--- src/rtl/rr_arbiter_amisha.sv ---
// Four-way round-robin / fixed-priority arbiter with hold-time limit.
// Ports: clk_amisha, reset_amisha (sync, active-high), r_amisha[4:1] requests,
//   mode_amisha (0 = round-robin, 1 = fixed 4>3>2>1), g_amisha[4:1] one-hot grant,
//   y_amisha[2:0] grant index (0 = none), expire_amisha hold-timeout pulse.
module rr_arbiter_amisha #(
  parameter int MAX_HOLD = 8,
  parameter int HOLD_W   = 3
) (
  input  logic       clk_amisha,
  input  logic       reset_amisha,
  input  logic [4:1] r_amisha,
  input  logic       mode_amisha,
  output logic [4:1] g_amisha,
  output logic [2:0] y_amisha,
  output logic       expire_amisha
);

  localparam logic [0:0] IDLE  = 1'b0;
  localparam logic [0:0] GRANT = 1'b1;

  localparam logic [HOLD_W-1:0] HOLD_LAST = HOLD_W'(MAX_HOLD - 1);

  logic [0:0]        state;
  logic [HOLD_W-1:0] hold_cnt;
  logic [2:0]        last_grant;
  logic [2:0]        win;
  logic [4:1]        win_g;
  logic              held;

  // Round-robin scans last+1 .. last (wrapping 4->1), so the previous
  // grantee is naturally lowest priority on a timeout re-grant.
  function automatic logic [2:0] pick(
    input logic [4:1] req,
    input logic [2:0] last,
    input logic       fixed
  );
    logic [2:0] w;
    logic [2:0] jj;
    w = 3'd0;
    if (fixed) begin
      for (int i = 1; i <= 4; i++)
        if (req[i]) w = 3'(i);
    end else begin
      for (int k = 4; k >= 1; k--) begin
        jj = 3'((int'(last) + k - 1) % 4 + 1);
        if (req[jj]) w = jj;
      end
    end
    return w;
  endfunction

  always_comb begin
    win   = pick(r_amisha, last_grant, mode_amisha);
    win_g = 4'b0000;
    if (win != 3'd0) win_g = 4'b0001 << (win - 3'd1);
    held  = |(r_amisha & g_amisha);
  end

  always_ff @(posedge clk_amisha) begin
    if (reset_amisha) begin
      state         <= IDLE;
      g_amisha      <= 4'b0000;
      y_amisha      <= 3'd0;
      expire_amisha <= 1'b0;
      hold_cnt      <= '0;
      last_grant    <= 3'd4;
    end else begin
      expire_amisha <= 1'b0;
      unique case (state)
        IDLE: begin
          if (win != 3'd0) begin
            state      <= GRANT;
            g_amisha   <= win_g;
            y_amisha   <= win;
            last_grant <= win;
            hold_cnt   <= '0;
          end
        end
        GRANT: begin
          if (!held) begin
            // Release wins over a coincident timeout: no expire pulse.
            hold_cnt <= '0;
            g_amisha <= win_g;
            y_amisha <= win;
            if (win != 3'd0) begin
              last_grant <= win;
            end else begin
              state <= IDLE;
            end
          end else if (hold_cnt == HOLD_LAST) begin
            expire_amisha <= 1'b1;
            hold_cnt      <= '0;
            g_amisha      <= win_g;
            y_amisha      <= win;
            last_grant    <= win;
          end else begin
            hold_cnt <= hold_cnt + 1'b1;
          end
        end
        default: begin
          state <= IDLE;
        end
      endcase
    end
  end

endmodule

--- config.mk ---
export PLATFORM = sky130hd
export DESIGN_NAME = rr_arbiter_amisha
export DESIGN_NICKNAME = d
export VERILOG_FILES = /design/src/rtl/rr_arbiter_amisha.sv
export SDC_FILE = /design/constraint.sdc
export NUM_CORES = 1
export LEC_CHECK = 0
export ABC_AREA = 1
export BUFFER_PORTS_ARGS = -buffer_cell sky130_fd_sc_hd__buf_4
export CAP_MARGIN = 20
export CORE_AREA = 10 10 61 63
export CTS_CLUSTER_SIZE = 25
export DETAILED_ROUTE_END_ITERATION = 7
export DIE_AREA = 0 0 71 73
export PLACE_DENSITY = 0.78
export SKIP_LAST_GASP = 1
export SLEW_MARGIN = 20
export SYNTH_ARGS = -nofsm -noshare
export SYNTH_HDL_FRONTEND = slang
export SYNTH_SLANG_ARGS = --single-unit
--- constraint.sdc ---
create_clock -name clk_amisha -period 2.15 [get_ports clk_amisha]
set_input_delay 0.1075 -clock clk_amisha [delete_from_list [all_inputs] [get_ports clk_amisha]]
set_output_delay 0.1075 -clock clk_amisha [all_outputs]
set_load 0.01 [all_outputs]
Word level (Yosys, flattened, before mapping):

Index checks and enable logic that the tools add are counted.

* bitwise operators: 7
* multipliers: 0
* magnitude comparators: 4
* mux-type cells: 37
* add/subtract/negate cells: 14
* eq/ne operators: 3
* div/mod/pow operators: 0
* shifts and indexed selects: 1
* reductions and logical operators: 8

Operators with widths (count)
* $mux W3: 16
* $sub A4 B1 Y5 const B: 4
* $pmux W3 S2: 3
* $lt A3 B4 Y1 const B: 4
* $mux W4: 4
* $add A3 B2 Y3 const B: 4
* $bmux W1 S3: 4
* $add A3 B2 Y4 const B: 2
* $mux W1: 8
* $pmux W4 S2: 1
* $reduce_or A2 Y1: 4
* $add A3 B1 Y4 const B: 1
* $add A3 B3 Y4 const B: 1
* $and A1 B1 Y1: 4
* $and A4 B4 Y4: 1
* $reduce_or A4 Y1: 1
* $shl A1 B3 Y4 const A: 1
* $add A3 B1 Y3 const B: 1
* $eq A3 B3 Y1 const B: 1
* $ne A3 B2 Y1 const B: 1
* $reduce_bool A3 Y1: 1
* $reduce_or A3 Y1: 1
* $sub A3 B1 Y3 const B: 1
* $ne A2 B2 Y1 const B: 1
* other kinds (3): 4

* bits in registers: 15
* bits in writable memories: 0
* word-level logic and storage cells: 80
* ROM bits: 0
* latch bits: 0
* bits of input ports: 7
* output and inout port bits: 8
* memories kept: 0

Logic depth before layout (Yosys ltp):

* word-level depth: 18
* depth in mapped cells: 19
* gate-level depth less buffers: 18

Worst setup path before layout:

Ideal clock, no wire load.

* path type: flip-flop to flip-flop
* start point: register last_grant[0]
* end point: register g_amisha[1] in the netlist's numbering
* buffers on the path: 1
* required time: 2083 ps
* clock period less this slack: 2192 ps
* arrival time: 2125 ps
* setup time: 67 ps
* path slack: -42 ps
* stages on the path, launching flop included: 20
* cell sequence: dfxtp_1 inv_2 ha_1 buf_6 inv_4 nand2_1 nand2_2 nand2_2 nand2_2 a21boi_2 nand2_1 nand2_1 nand2_1 nand2_1 nand2_2 nor2_4 nand3_4 nand2_4 nand2_1 a21oi_2

* word-level cells in the longest chain between the ends: 18
* elaborated cells between the ends (all ways): 43
* those cells by class: 13 x add/sub; 1 x eq/ne; 1 x shift; 18 x mux; 4 x bitwise; 6 x reduce/logical

RTL lines
* start: declaration: RTL line 25 `logic [2:0] last_grant;`
* start signal: assignment: RTL line 75 `last_grant <= win;`
* start signal: assignment: RTL line 86 `last_grant <= win;`
* start signal: assignment: RTL line 95 `last_grant <= win;`
* $add A3 B3 Y4: RTL line 45 `jj = 3'((int'(last) + k - 1) % 4 + 1);`
* $sub A4 B1 Y5: RTL line 45
* $reduce_or A2 Y1 (no source line)
* $and A1 B1 Y1 (no source line)
* $add A3 B2 Y3: RTL line 45
* $bmux W1 S3: RTL line 46 `if (req[jj]) w = jj;`
* $mux W1 (implied by the code): RTL line 46
* $mux W3 (3 in a row): RTL line 46
* $mux W3 *: RTL line 46
* $mux W3 *: RTL line 40 `if (fixed) begin`
* $sub A3 B1 Y3: RTL line 55 `if (win != 3'd0) win_g = 4'b0001 << (win - 3'd1);`
* $shl A1 B3 Y4: RTL line 55
* $mux W4: RTL line 55
* $mux W4: RTL line 90 `end else if (hold_cnt == HOLD_LAST) begin`
* $mux W4: RTL line 80 `if (!held) begin`
* $pmux W4 S2: RTL line 69 `unique case (state)`
* end signal: assignment: RTL line 73 `g_amisha <= win_g;`
* end signal: assignment: RTL line 83 `g_amisha <= win_g;`
* end signal: assignment: RTL line 93 `g_amisha <= win_g;`
* end: declaration: RTL line 13 `output logic [4:1] g_amisha,`

Mark *: on every way between the ends. The rest lies on a longest branch, timed or not. The select of a mux whose other input is x is not followed.
A chain may end at the register's enable or synchronous reset.

Worst setup path in the final report:

* start point: register last_grant[0]
* end point: register y_amisha[2]

* word-level cells in the longest chain between the ends: 15
* elaborated cells between the ends (all ways): 40
* those cells by class: 12 x add/sub; 1 x eq/ne; 17 x mux; 4 x bitwise; 6 x reduce/logical

RTL lines
* $add A3 B3 Y4: RTL line 45
* $sub A4 B1 Y5: RTL line 45
* $reduce_or A2 Y1 (no source line)
* $and A1 B1 Y1 (no source line)
* $add A3 B2 Y3: RTL line 45
* $bmux W1 S3: RTL line 46
* $mux W1 (implied by the code): RTL line 46
* $mux W3 (3 in a row): RTL line 46
* $mux W3 *: RTL line 46
* $mux W3 *: RTL line 40
* $mux W3 / $reduce_bool A3 Y1 (equally long branches): RTL line 90, 71
* $mux W3 / $ne A2 B2 Y1 (equally long branches)
* $pmux W3 S2 / $reduce_and A2 Y1 (equally long branches)
* end signal: assignment: RTL line 74 `y_amisha <= win;`
* end signal: assignment: RTL line 84 `y_amisha <= win;`
* end signal: assignment: RTL line 94 `y_amisha <= win;`
* end: declaration: RTL line 14 `output logic [2:0] y_amisha,`

Marked as above.

==> key figures <==
CTS
  • Deepest clock path buffer count: 2
  • Clock sinks: 14
  • CTS Buf Count: 3
  • Worst skew pair latency: 280 ps
  • Root buffer cell: clkbuf_4
  • Hold-fix buffers, CTS: 0
  • Clock transition at path regs: 80 ps
  • TritonCTS clock tree: built
  • H-tree Lvls: 1

GRT
  • Largest net degree at the start of global routing: 15
  • Vias in the first global route: 1,039
  • Global-route wire length before repair: 4.40 mm
  • GRT overflow: 0
  • Tot GR Track Use: 0.102
  • Initial antenna violation count: 0

Drt
  • Routed WL per cell: 11.4 µm
  • Total number of vias: 1,139
  • Detailed-router iteration count before antenna repair: 4
  • Final Routed Wirelength: 2.67 mm
  • Via/cell ratio: 4.85
  • Drt drc: 0
  • Drt first-iter violations: 72
  • Post-route ant nets: 0

STA
  • Fin crit period: 2170 ps
  • F_max: 461 MHz
  • Final setup vio count: 8
  • RSZ-0062 raised after global routing: yes
  • Final Hold Fails: 0
  • Setup ws final: -20.3 ps
  • Clk_skew: 2.99 ps
  • Worst-Margin Slew: 300 ps
  • Final Cycle Share: 1.01
  • Final Max Tran Viols: 0
  • Relative slew margins: 0.799

Synthesis
  • Mapped Nets: 189
  • Synth Register Bits: 14
  • Sequential-to-total area share from yosys stat: 0.249
  • Avg Inst Size Synth: 6.38 µm²
  • Synth Cell Area: 0.00112 mm²
  • Yosys cell types: 30
  • Ys Warns: 0
  • Cell count after synthesis: 176

Cells and area
  • FILL cells: 262
  • Commonest non-fill, non-tap cells in the layout: nand2_1 (50), inv_1 (27), buf_4 (27), nor2_1 (13), dfxtp_1 (12)
  • Reg area: 283 µm²
  • Area Growth Syn to Fin: 27.4%
  • Nets@finish: 218
  • Commonest non-fill, non-tap cell in the layout: nand2_1
  • Footprint of the multi-input gates: 753 µm²
  • Antenna diode count: 0
  • Final instance area: 0.00143 mm²
  • Layout cells sized above 1: 0.319

Outcome
  • Failing checks: negative setup slack
  • Status: complete, but fails checks

Job
  • Max-Cap Viols: 0

Die
  • Initial Utilization: 0.430
  • Core ar.: 0.00262 mm²
  • Die W: 71 µm
  • Rows: 19
  • Die Area: 0.00518 mm²
  • Num ports: 15
  • Die height: 73 µm

Critical path
  • Critical-path cell list: inv_2 > ha_4 > inv_6 > nand2_1 > nand2_2 > nand3_4 > a21boi_4 > nand2_1 > nand2_1 > nand2_1 > nand2_1 > nand2_2 > nor2_4 > nand3_4 > nand2_4 > nand2_1 > a21oi_2
  • Crit end category: flop
  • CP peak stage delay: 340 ps
  • Startpoint Class: flop
  • RR Startpoint: last_grant[0]
  • Worst-path fanout max: 7
  • R2R Path End: y_amisha[2]
  • Required @ worst endpoint: 2370 ps
  • R2R Setup Slk: -20 ps
  • Most common cell on crit path: nand2_1
  • R2R cell count: 17
  • Data arrival, critical path: 2390 ps
  • Crit-path slowest cell: dfxtp_2
  • Setup CP Type: reg -> reg

Placed design
  • Final Wtd Congestion: 0.866
  • Placed instance area: 0.00131 mm²
  • HPWL after detailed placement: 2.09 mm
  • I/O Buffers: 14

Min path
  • Worst Hold End: g_amisha[1]
  • Hold Path Origin: reset_amisha
  • Cells on Worst Hold Path: 2
  • Hold WC Path Type: in -> reg

Power and ir drop
  • PwrDens: 1420 mW/mm²
  • IR drop worst, VDD: 0.833 mV
  • Leak: 0.735 nW
  • Pwr Total: 2.04 mW
registers in the layout (all words and copies together) (netlist names):
register / cells
expire_amisha: 1
g_amisha: 4
hold_cnt: 3
last_grant: 2
state: 1
y_amisha: 3
synth_stat cells, drive strengths merged:
cell / n / area [µm²]
dfxtp: 14 / 280
o22ai: 1 / 6.26
nand2: 63 / 272
a21oi: 15 / 82.6
o21bai: 2 / 18.8
nand3: 13 / 82.6
a31oi: 1 / 6.26
inv: 30 / 115
nand4: 4 / 25.0
nor3: 1 / 10.0
o21ai: 5 / 32.5
or2: 1 / 6.26
buf: 2 / 22.5
clkbuf: 1 / 3.75
nor2: 15 / 66.3
ha: 6 / 75.1
a21boi: 2 / 18.8
cell families (layout without fill, tap and decap cells):
group | after synthesis | count (layout) | synth area share
and+or+nand+nor | 97 | 97 | 0.411
AOI/OAI and AO/OA | 26 | 26 | 0.147
adders and majority gates | 6 | 6 | 0.0668
DFF | 14 | 14 | 0.249
buffers and inverters | 33 | 61 | 0.126
per-layer routing:
metal / track usage / wire length [µm]
met1: 0.109 / 1190
met2: 0.178 / 1320
met3: 0.0245 / 94
met4: 0.0624 / 76
met5: 0 / 0
area by class of cell:
type,count,area share
Multi-Input combinational cell,129,0.526
Sequential cell,14,0.198
Clock buffer,4,0.0253
Inverter,30,0.0822
Timing Repair Buffer,27,0.142
Tap cell,31,0.0271
where the power goes:
part / leakage, nW / switching (mW) / internal (mW) / total, mW
Sequential: 0.115 / 0.0421 / 0.335 / 0.377
Combinational: 0.598 / 0.864 / 0.609 / 1.47
Clock: 0.0210 / 0.0837 / 0.103 / 0.187
Total: 0.735 / 0.990 / 1.05 / 2.04
per-stage QoR:
step / setup TNS [ps] / instances / hold WS [ps] / util / setup WS, ps
2_1_floorplan: 0 / 176 / 412 / - / 30.4
3_3_place_gp: -784 / 227 / 336 / 0.501 / -82.8
3_5_place_dp: -1520 / 227 / 337 / 0.501 / -145
4_1_cts: 0 / 231 / 31.2 / 0.523 / 12.6
5_1_grt: -2130 / 235 / 44.1 / 0.547 / -201
6_report: -93.9 / 235 / 55.2 / 0.547 / -20.3
timing repair:
item / CTS / global route
setup buffers: 0 / 4
setup endpoints to repair: 13 / 13
gates resized for setup: 5 / 9
endpoints found under the hold margin: 0 / 0
pin swaps: 3 / 6
worst max path at each step:
stage             startpoint            end  slack [ps]
2_1_floorplan  last_grant[0]    g_amisha[1]          30
6_report       last_grant[0]    y_amisha[2]         -20
4_1_cts        last_grant[1]    y_amisha[2]          10
3_3_place_gp   last_grant[1]    hold_cnt[0]         -80
5_1_grt        last_grant[0]  last_grant[0]        -200
3_5_place_dp   last_grant[1]    g_amisha[2]        -140
critical path: cells and delay by family, from the launching register on:
family	cells	cell delay [ps]
flops	1	340
buf+inv	2	100
compound gates	2	310
fa+ha+maj	1	310
simple gates	12	1050
Power figures use the tool's default switching activity.
